### config.mk
export PLATFORM = sky130hd
export DESIGN_NAME = cov_count_ctrl
export DESIGN_NICKNAME = d
export VERILOG_FILES = /design/src/rtl/cov_count_ctrl.sv
export SDC_FILE = /design/constraint.sdc
export NUM_CORES = 1
export LEC_CHECK = 0
export CORE_UTILIZATION = 38
export CTS_CLUSTER_SIZE = 16
export DETAILED_ROUTE_END_ITERATION = 8
export PLACE_DENSITY_LB_ADDON = 0.25
export SLEW_MARGIN = 5
export SYNTH_ARGS = -nofsm -noshare
export SYNTH_HDL_FRONTEND = slang
export SYNTH_SLANG_ARGS = --single-unit
### constraint.sdc
create_clock -name clock -period 3.04 [get_ports clock]
set_input_delay 0.456 -clock clock [delete_from_list [all_inputs] [get_ports clock]]
set_output_delay 0.456 -clock clock [all_outputs]
set_load 0.03 [all_outputs]
### src/rtl/cov_count_ctrl.sv
// cov_count_ctrl
//   Functional-coverage hit counter with a run/stop/dump controller.
//   While in RUN, every asserted cover signal bumps its own saturating hit
//   counter once per cycle. In DUMP the counters are streamed out one beat
//   per signal index over a valid/ready handshake. The dump does not change
//   the counter contents.
//
// Parameters
//   N   number of tracked cover signals (2..256)
//   CW  width of each hit counter (2..32)
//
// Ports
//   clock      single clock, all state changes on its rising edge
//   reset      synchronous active-low reset
//   cov_in     [N]  cover signals, bit i feeds counter i
//   start      pulse: IDLE -> RUN
//   stop       pulse: RUN -> IDLE (the cover sample of that cycle still counts)
//   clear      pulse: zero all counters and sat_any (honoured in IDLE only)
//   dump_req   pulse: IDLE -> DUMP
//   out_valid  a dump beat is being presented
//   out_ready  consumer accepts the current beat
//   out_index  signal index of the current beat
//   out_count  counter value of the current beat
//   out_last   current beat carries index N-1
//   busy       high in RUN or DUMP
//   sat_any    sticky flag: some counter reached its maximum since clear/reset
module cov_count_ctrl #(
  parameter int N  = 16,
  parameter int CW = 8,
  localparam int IW = (N > 1) ? $clog2(N) : 1
) (
  input  logic          clock,
  input  logic          reset,
  input  logic [N-1:0]  cov_in,
  input  logic          start,
  input  logic          stop,
  input  logic          clear,
  input  logic          dump_req,
  output logic          out_valid,
  input  logic          out_ready,
  output logic [IW-1:0] out_index,
  output logic [CW-1:0] out_count,
  output logic          out_last,
  output logic          busy,
  output logic          sat_any
);

  typedef enum logic [1:0] {
    IDLE = 2'd0,
    RUN  = 2'd1,
    DUMP = 2'd2
  } state_t;

  localparam logic [CW-1:0] CNT_MAX  = '1;
  localparam logic [CW-1:0] CNT_NEAR = {{(CW-1){1'b1}}, 1'b0};
  localparam logic [IW-1:0] LAST_IDX = IW'(N - 1);

  state_t        state;
  state_t        state_next;
  logic [CW-1:0] cnt [N];
  logic [IW-1:0] idx;
  logic          beat_accept;
  logic          at_last;
  logic          sat_hit;

  // Handshake decode; out_valid comes straight from the state register so
  // out_ready never reaches it combinationally.
  assign at_last     = (idx == LAST_IDX);
  assign beat_accept = (state == DUMP) && out_ready;

  // Next-state logic. start wins over dump_req when both arrive in IDLE.
  always_comb begin
    state_next = state;
    case (state)
      IDLE: begin
        if (start)         state_next = RUN;
        else if (dump_req) state_next = DUMP;
      end
      RUN: begin
        if (stop) state_next = IDLE;
      end
      DUMP: begin
        if (beat_accept && at_last) state_next = IDLE;
      end
      default: state_next = IDLE;
    endcase
  end

  // State register.
  always_ff @(posedge clock) begin
    if (!reset) state <= IDLE;
    else        state <= state_next;
  end

  // Dump index pointer: parked at 0 outside DUMP so every dump begins at
  // signal 0, and wraps back to 0 once the last beat is taken.
  always_ff @(posedge clock) begin
    if (!reset) begin
      idx <= '0;
    end else if (beat_accept) begin
      idx <= at_last ? '0 : idx + 1'b1;
    end else if (state != DUMP) begin
      idx <= '0;
    end
  end

  // Detects a counter that will hit its maximum at this edge, which is the
  // moment sat_any has to rise.
  always_comb begin
    sat_hit = 1'b0;
    for (int i = 0; i < N; i++) begin
      if (cov_in[i] && (cnt[i] == CNT_NEAR)) sat_hit = 1'b1;
    end
  end

  // Hit counters and the sticky saturation flag. Counters move only in RUN
  // (including the stop cycle) or when cleared from IDLE.
  always_ff @(posedge clock) begin
    if (!reset) begin
      for (int i = 0; i < N; i++) cnt[i] <= '0;
      sat_any <= 1'b0;
    end else if ((state == IDLE) && clear) begin
      for (int i = 0; i < N; i++) cnt[i] <= '0;
      sat_any <= 1'b0;
    end else if (state == RUN) begin
      for (int i = 0; i < N; i++) begin
        if (cov_in[i] && (cnt[i] != CNT_MAX)) cnt[i] <= cnt[i] + 1'b1;
      end
      if (sat_hit) sat_any <= 1'b1;
    end
  end

  // Beat outputs are forced to zero outside DUMP so IDLE shows a clean bus.
  always_comb begin
    out_valid = (state == DUMP);
    busy      = (state != IDLE);
    out_index = '0;
    out_count = '0;
    out_last  = 1'b0;
    if (state == DUMP) begin
      out_index = idx;
      out_count = cnt[idx];
      out_last  = at_last;
    end
  end

endmodule

==> impl_results.html <==
<table>
<tr><th>Metric</th><th>Value</th></tr>
<tr><th colspan="2">Yosys</th></tr>
<tr><td>Number of enable flip-flop cells after synthesis</td><td>120</td></tr>
<tr><td>Yosys warning total</td><td>0</td></tr>
<tr><td>Primary FF master, synth</td><td>sky130_fd_sc_hd__edfxtp_1</td></tr>
<tr><td>Netlist cell types</td><td>36</td></tr>
<tr><td>Synth Cell Area</td><td>8240 um2</td></tr>
<tr><td>Share of flip-flops with an asynchronous set or reset after synthesis</td><td>0%</td></tr>
<tr><td>Portion of the post-synthesis area used by sequential elements</td><td>48.4%</td></tr>
<tr><td>Synthesized netlist cell count</td><td>730</td></tr>
<tr><td>Register bit count reported by yosys</td><td>139</td></tr>
<tr><td>Average cell area after synthesis</td><td>11.3 um2</td></tr>
<tr><td>Syn Nets</td><td>786</td></tr>
<tr><th colspan="2">Clocking</th></tr>
<tr><td>Clock H-tree levels</td><td>4</td></tr>
<tr><td>Clock tree root driver cell</td><td>sky130_fd_sc_hd__clkbuf_16</td></tr>
<tr><td>Insertion delay of the later-clocked pin in the worst-skew pair</td><td>0.44 ns</td></tr>
<tr><td>Worst-path clk slew</td><td>0.06 ns</td></tr>
<tr><td>Number of clock sinks</td><td>139</td></tr>
<tr><td>CTS tree</td><td>done</td></tr>
<tr><td>Number of buffers inserted during clock tree synthesis</td><td>17</td></tr>
<tr><td>Number of buffers between clock root and the deepest sink</td><td>2</td></tr>
<tr><th colspan="2">Final layout</th></tr>
<tr><td>Filler cell count in the final layout</td><td>1919</td></tr>
<tr><td># nets final</td><td>865</td></tr>
<tr><td>Area taken by multi-input logic gates</td><td>4070 um2</td></tr>
<tr><td>Area used by sequential logic in the layout</td><td>3990 um2</td></tr>
<tr><td>Area grow syn2layout</td><td>18.2%</td></tr>
<tr><td>Final Util</td><td>46.0%</td></tr>
<tr><td>Proportion of layout cells with a drive suffix above 1</td><td>13.5%</td></tr>
<tr><td>Antenna diode count</td><td>0</td></tr>
<tr><th colspan="2">Setup path</th></tr>
<tr><td>Critical register-to-register path startpoint</td><td>cnt[15][0]$_SDFFCE_PN0P_</td></tr>
<tr><td>Endpoint type of the worst setup path</td><td>output pin</td></tr>
<tr><td>Slowest cell on the critical path</td><td>sky130_fd_sc_hd__mux4_1</td></tr>
<tr><td>Kind of critical path</td><td>reg -&gt; out</td></tr>
<tr><td>Critical path, cell by cell</td><td>buf_12 -&gt; mux4_1 -&gt; mux4_2 -&gt; and2_1 -&gt; clkdlybuf4s15_2</td></tr>
<tr><td>Data required time of the critical path</td><td>2.58 ns</td></tr>
<tr><td>Kind of cell with the highest combined delay on the critical path</td><td>multiplexers</td></tr>
<tr><td>Number of buffers and inverters on the critical path</td><td>2</td></tr>
<tr><td>Kind of launch point of the worst setup path</td><td>flip-flop</td></tr>
<tr><td>Crit path arrival time</td><td>2.53 ns</td></tr>
<tr><td>Critical-path maximum fanout</td><td>14</td></tr>
<tr><td>Largest stage delay on the critical path</td><td>0.59 ns</td></tr>
<tr><th colspan="2">Timing</th></tr>
<tr><td>Slew Viols, Final</td><td>0</td></tr>
<tr><td>Achievable Freq</td><td>0.335 GHz</td></tr>
<tr><td>Min Clock Period, post-route</td><td>2.99 ns</td></tr>
<tr><td>Post-route clock period utilization</td><td>98.3%</td></tr>
<tr><td>Slew at the pin closest to its max-slew limit</td><td>1.25 ns</td></tr>
<tr><td>Setup-failing EPs final</td><td>0</td></tr>
<tr><td>Layout Skew</td><td>0.0138 ns</td></tr>
<tr><td>Hold Worst Slack</td><td>0.525 ns</td></tr>
<tr><td>Least setup slack across all paths after layout</td><td>0.0506 ns</td></tr>
<tr><td>Final Hold Fails</td><td>0</td></tr>
<tr><td>Worst-case headroom to the max-slew limit</td><td>15.8%</td></tr>
<tr><td>Final setup TNS</td><td>0 ns</td></tr>
<tr><th colspan="2">Global routing</th></tr>
<tr><td>Number of global-route vias before repair</td><td>5648</td></tr>
<tr><td>First-pass GRT wire length</td><td>32900 um</td></tr>
<tr><td>Antenna violations before repair</td><td>1</td></tr>
<tr><td>Global route overflow</td><td>0</td></tr>
<tr><td>Maximum number of pins on one net before global-route repair</td><td>28</td></tr>
<tr><td>Overall routing resource usage</td><td>20.2%</td></tr>
<tr><th colspan="2">Power</th></tr>
<tr><td>Reported leakage power</td><td>3.52 nW</td></tr>
<tr><td>Total power per unit cell area</td><td>509 nW/um2</td></tr>
<tr><td>Worst ir drop on vdd</td><td>0.459 mV</td></tr>
<tr><td>Sum of internal, switching and leakage power</td><td>0.00496 W</td></tr>
<tr><th colspan="2">Floorplan</th></tr>
<tr><td>Initial Utilization</td><td>38.9%</td></tr>
<tr><td>Floorplan Core Area</td><td>21200 um2</td></tr>
<tr><td>Num ports</td><td>39</td></tr>
<tr><td>Chip height</td><td>149 um</td></tr>
<tr><td>Placement Rows</td><td>53</td></tr>
<tr><td>Chip width</td><td>149 um</td></tr>
<tr><td>Full die area</td><td>22300 um2</td></tr>
<tr><th colspan="2">Job</th></tr>
<tr><td>Total of max-cap violations</td><td>0</td></tr>
<tr><th colspan="2">Placement</th></tr>
<tr><td>Buffers on Ports</td><td>38</td></tr>
<tr><td>Estimated wirelength of the detail-placed design</td><td>15800 um</td></tr>
<tr><td>Global placer's final weighted congestion</td><td>0.880</td></tr>
<tr><td>Minimum setup slack after placement</td><td>0.145 ns</td></tr>
<tr><th colspan="2">Detailed routing</th></tr>
<tr><td>Pre-Repair DR Iteration Count</td><td>5</td></tr>
<tr><td>Number of design rule violations left after detail routing</td><td>0</td></tr>
<tr><td>Total vias in the final route</td><td>6046</td></tr>
<tr><td>Avg Vias per Cell</td><td>5.51</td></tr>
<tr><td>Detail-routed net length per standard cell</td><td>19.5 um</td></tr>
<tr><td>Sum of routed wire length over all layers</td><td>21400 um</td></tr>
<tr><td>Final antenna-violating net count</td><td>0</td></tr>
<tr><td>DRC violation total after the first TritonRoute iteration</td><td>494</td></tr>
<tr><th colspan="2">Status</th></tr>
<tr><td>Run status</td><td>completed</td></tr>
<tr><th colspan="2">Hold path</th></tr>
<tr><td>Class of the tightest hold or removal check</td><td>reg -&gt; reg</td></tr>
<tr><td>Hold path startpoint</td><td>cnt[0][5]$_SDFFE_PP0P_</td></tr>
</table>
timing repair:
action                                  CTS  global route
hold endpoints to repair                  0             0
hold buffers                              0             0
pin swaps                                 0             0
gates resized for setup                  23            10
buffers inserted                          0             0
endpoints found under the setup margin    8             7
cloned                                    0             1
report_power, final:
| group | switching [W] | internal, W | total [W] |
|---|---|---|---|
| sequential | 0.000205 | 0.00224 | 0.00244 |
| combinational | 0.000256 | 0.000226 | 0.000481 |
| clock | 0.000840 | 0.00120 | 0.00204 |
| total | 0.00130 | 0.00366 | 0.00496 |
metrics by stage:
stage / instance area (um2) / cells
4_1_cts: 9730 / 1096
6_report: 9740 / 1097
5_1_grt: 9740 / 1097
3_3_place_gp: 9160 / 1064
2_1_floorplan: 8240 / 730
3_5_place_dp: 9160 / 1064
worst min-delay path, cell delays in order, from the launching register on:
cell and delay [ns]:
sky130_fd_sc_hd__dfxtp_1 0.33, sky130_fd_sc_hd__o21ai_0 0.08, sky130_fd_sc_hd__a21oi_1 0.06
layout make-up:
cell class                 count  area share (%)
sequential                   139            40.9
multi-input combinational    554            41.8
tap                          275            3.53
clock inverter                13            1.31
clock buffer                  19            4.45
inverter                      18           0.694
timing repair buffer          79            7.31
synth_stat cells, types with 2 or more instances:
library cell | n | area share [%]
sky130_fd_sc_hd__nor2b_1 | 2 | 0.15
sky130_fd_sc_hd__nor3_1 | 2 | 0.12
sky130_fd_sc_hd__nand2_1 | 42 | 1.9
sky130_fd_sc_hd__nor4_1 | 2 | 0.15
sky130_fd_sc_hd__nand3_1 | 65 | 4.0
sky130_fd_sc_hd__and3_1 | 24 | 1.8
sky130_fd_sc_hd__dfxtp_1 | 19 | 4.6
sky130_fd_sc_hd__and2_1 | 13 | 0.99
sky130_fd_sc_hd__ha_1 | 33 | 5.0
sky130_fd_sc_hd__a21oi_1 | 13 | 0.79
sky130_fd_sc_hd__xor2_1 | 60 | 6.4
sky130_fd_sc_hd__buf_6 | 5 | 0.68
sky130_fd_sc_hd__nor2_1 | 144 | 6.6
sky130_fd_sc_hd__mux4_1 | 20 | 6.4
sky130_fd_sc_hd__mux4_2 | 20 | 5.5
sky130_fd_sc_hd__clkbuf_1 | 11 | 0.50
sky130_fd_sc_hd__or3_1 | 10 | 0.76
sky130_fd_sc_hd__xnor2_1 | 29 | 3.1
sky130_fd_sc_hd__edfxtp_1 | 120 | 44
sky130_fd_sc_hd__buf_2 | 3 | 0.18
sky130_fd_sc_hd__inv_1 | 18 | 0.82
sky130_fd_sc_hd__o211ai_1 | 3 | 0.27
sky130_fd_sc_hd__a31o_2 | 4 | 0.43
sky130_fd_sc_hd__nand4_1 | 30 | 2.3
sky130_fd_sc_hd__o21ai_0 | 22 | 1.3
sky130_fd_sc_hd__or2_2 | 6 | 0.46
cells in the final DEF (no fill, tap or decap), types with 19 or more instances in the layout:
cell / instances
sky130_fd_sc_hd__nand4_1: 30
sky130_fd_sc_hd__clkdlybuf4s50_1: 30
sky130_fd_sc_hd__nor2_1: 144
sky130_fd_sc_hd__and3_1: 24
sky130_fd_sc_hd__mux4_1: 19
sky130_fd_sc_hd__nand2_1: 42
sky130_fd_sc_hd__xnor2_1: 29
sky130_fd_sc_hd__edfxtp_1: 120
sky130_fd_sc_hd__o21ai_0: 22
sky130_fd_sc_hd__mux4_2: 21
sky130_fd_sc_hd__buf_4: 39
sky130_fd_sc_hd__ha_1: 33
sky130_fd_sc_hd__xor2_1: 60
sky130_fd_sc_hd__nand3_1: 65
path summary, 6_finish.rpt:
path                              endpoint  depth (start not counted)  slack, ns
setup / recovery              out_count[6]                          5       0.05
hold / removal      cnt[0][5]$_SDFFE_PP0P_                          2       0.52
setup reg to reg  cnt[15][6]$_SDFFCE_PN0P_                          5       0.59
hold reg to reg     cnt[0][5]$_SDFFE_PP0P_                          2       0.52
layer usage:
metal | vias to the layer above | routed length (um) | GRT usage (%)
met1 | 2936 | 9770 | 28.1
met3 | 35 | 1550 | 5.47
met2 | 221 | 9450 | 29.8
li1 | 2852 | - | -
met5 | - | 15 | 0
met4 | 2 | 561 | 7.91
logic make-up after synthesis:
group | synth area share [%]
simple gates | 19.5
buf+inv | 2.19
xor+xnor | 9.47
compound gates | 3.33
mux | 12.1
fa+ha+maj | 5.01
flops | 48.4
flip-flops by register name (all words and copies together) (netlist names), named ones only:
register	count
cnt	128
idx	4
sat_any	1
state	2
Power figures use the tool's default switching activity.
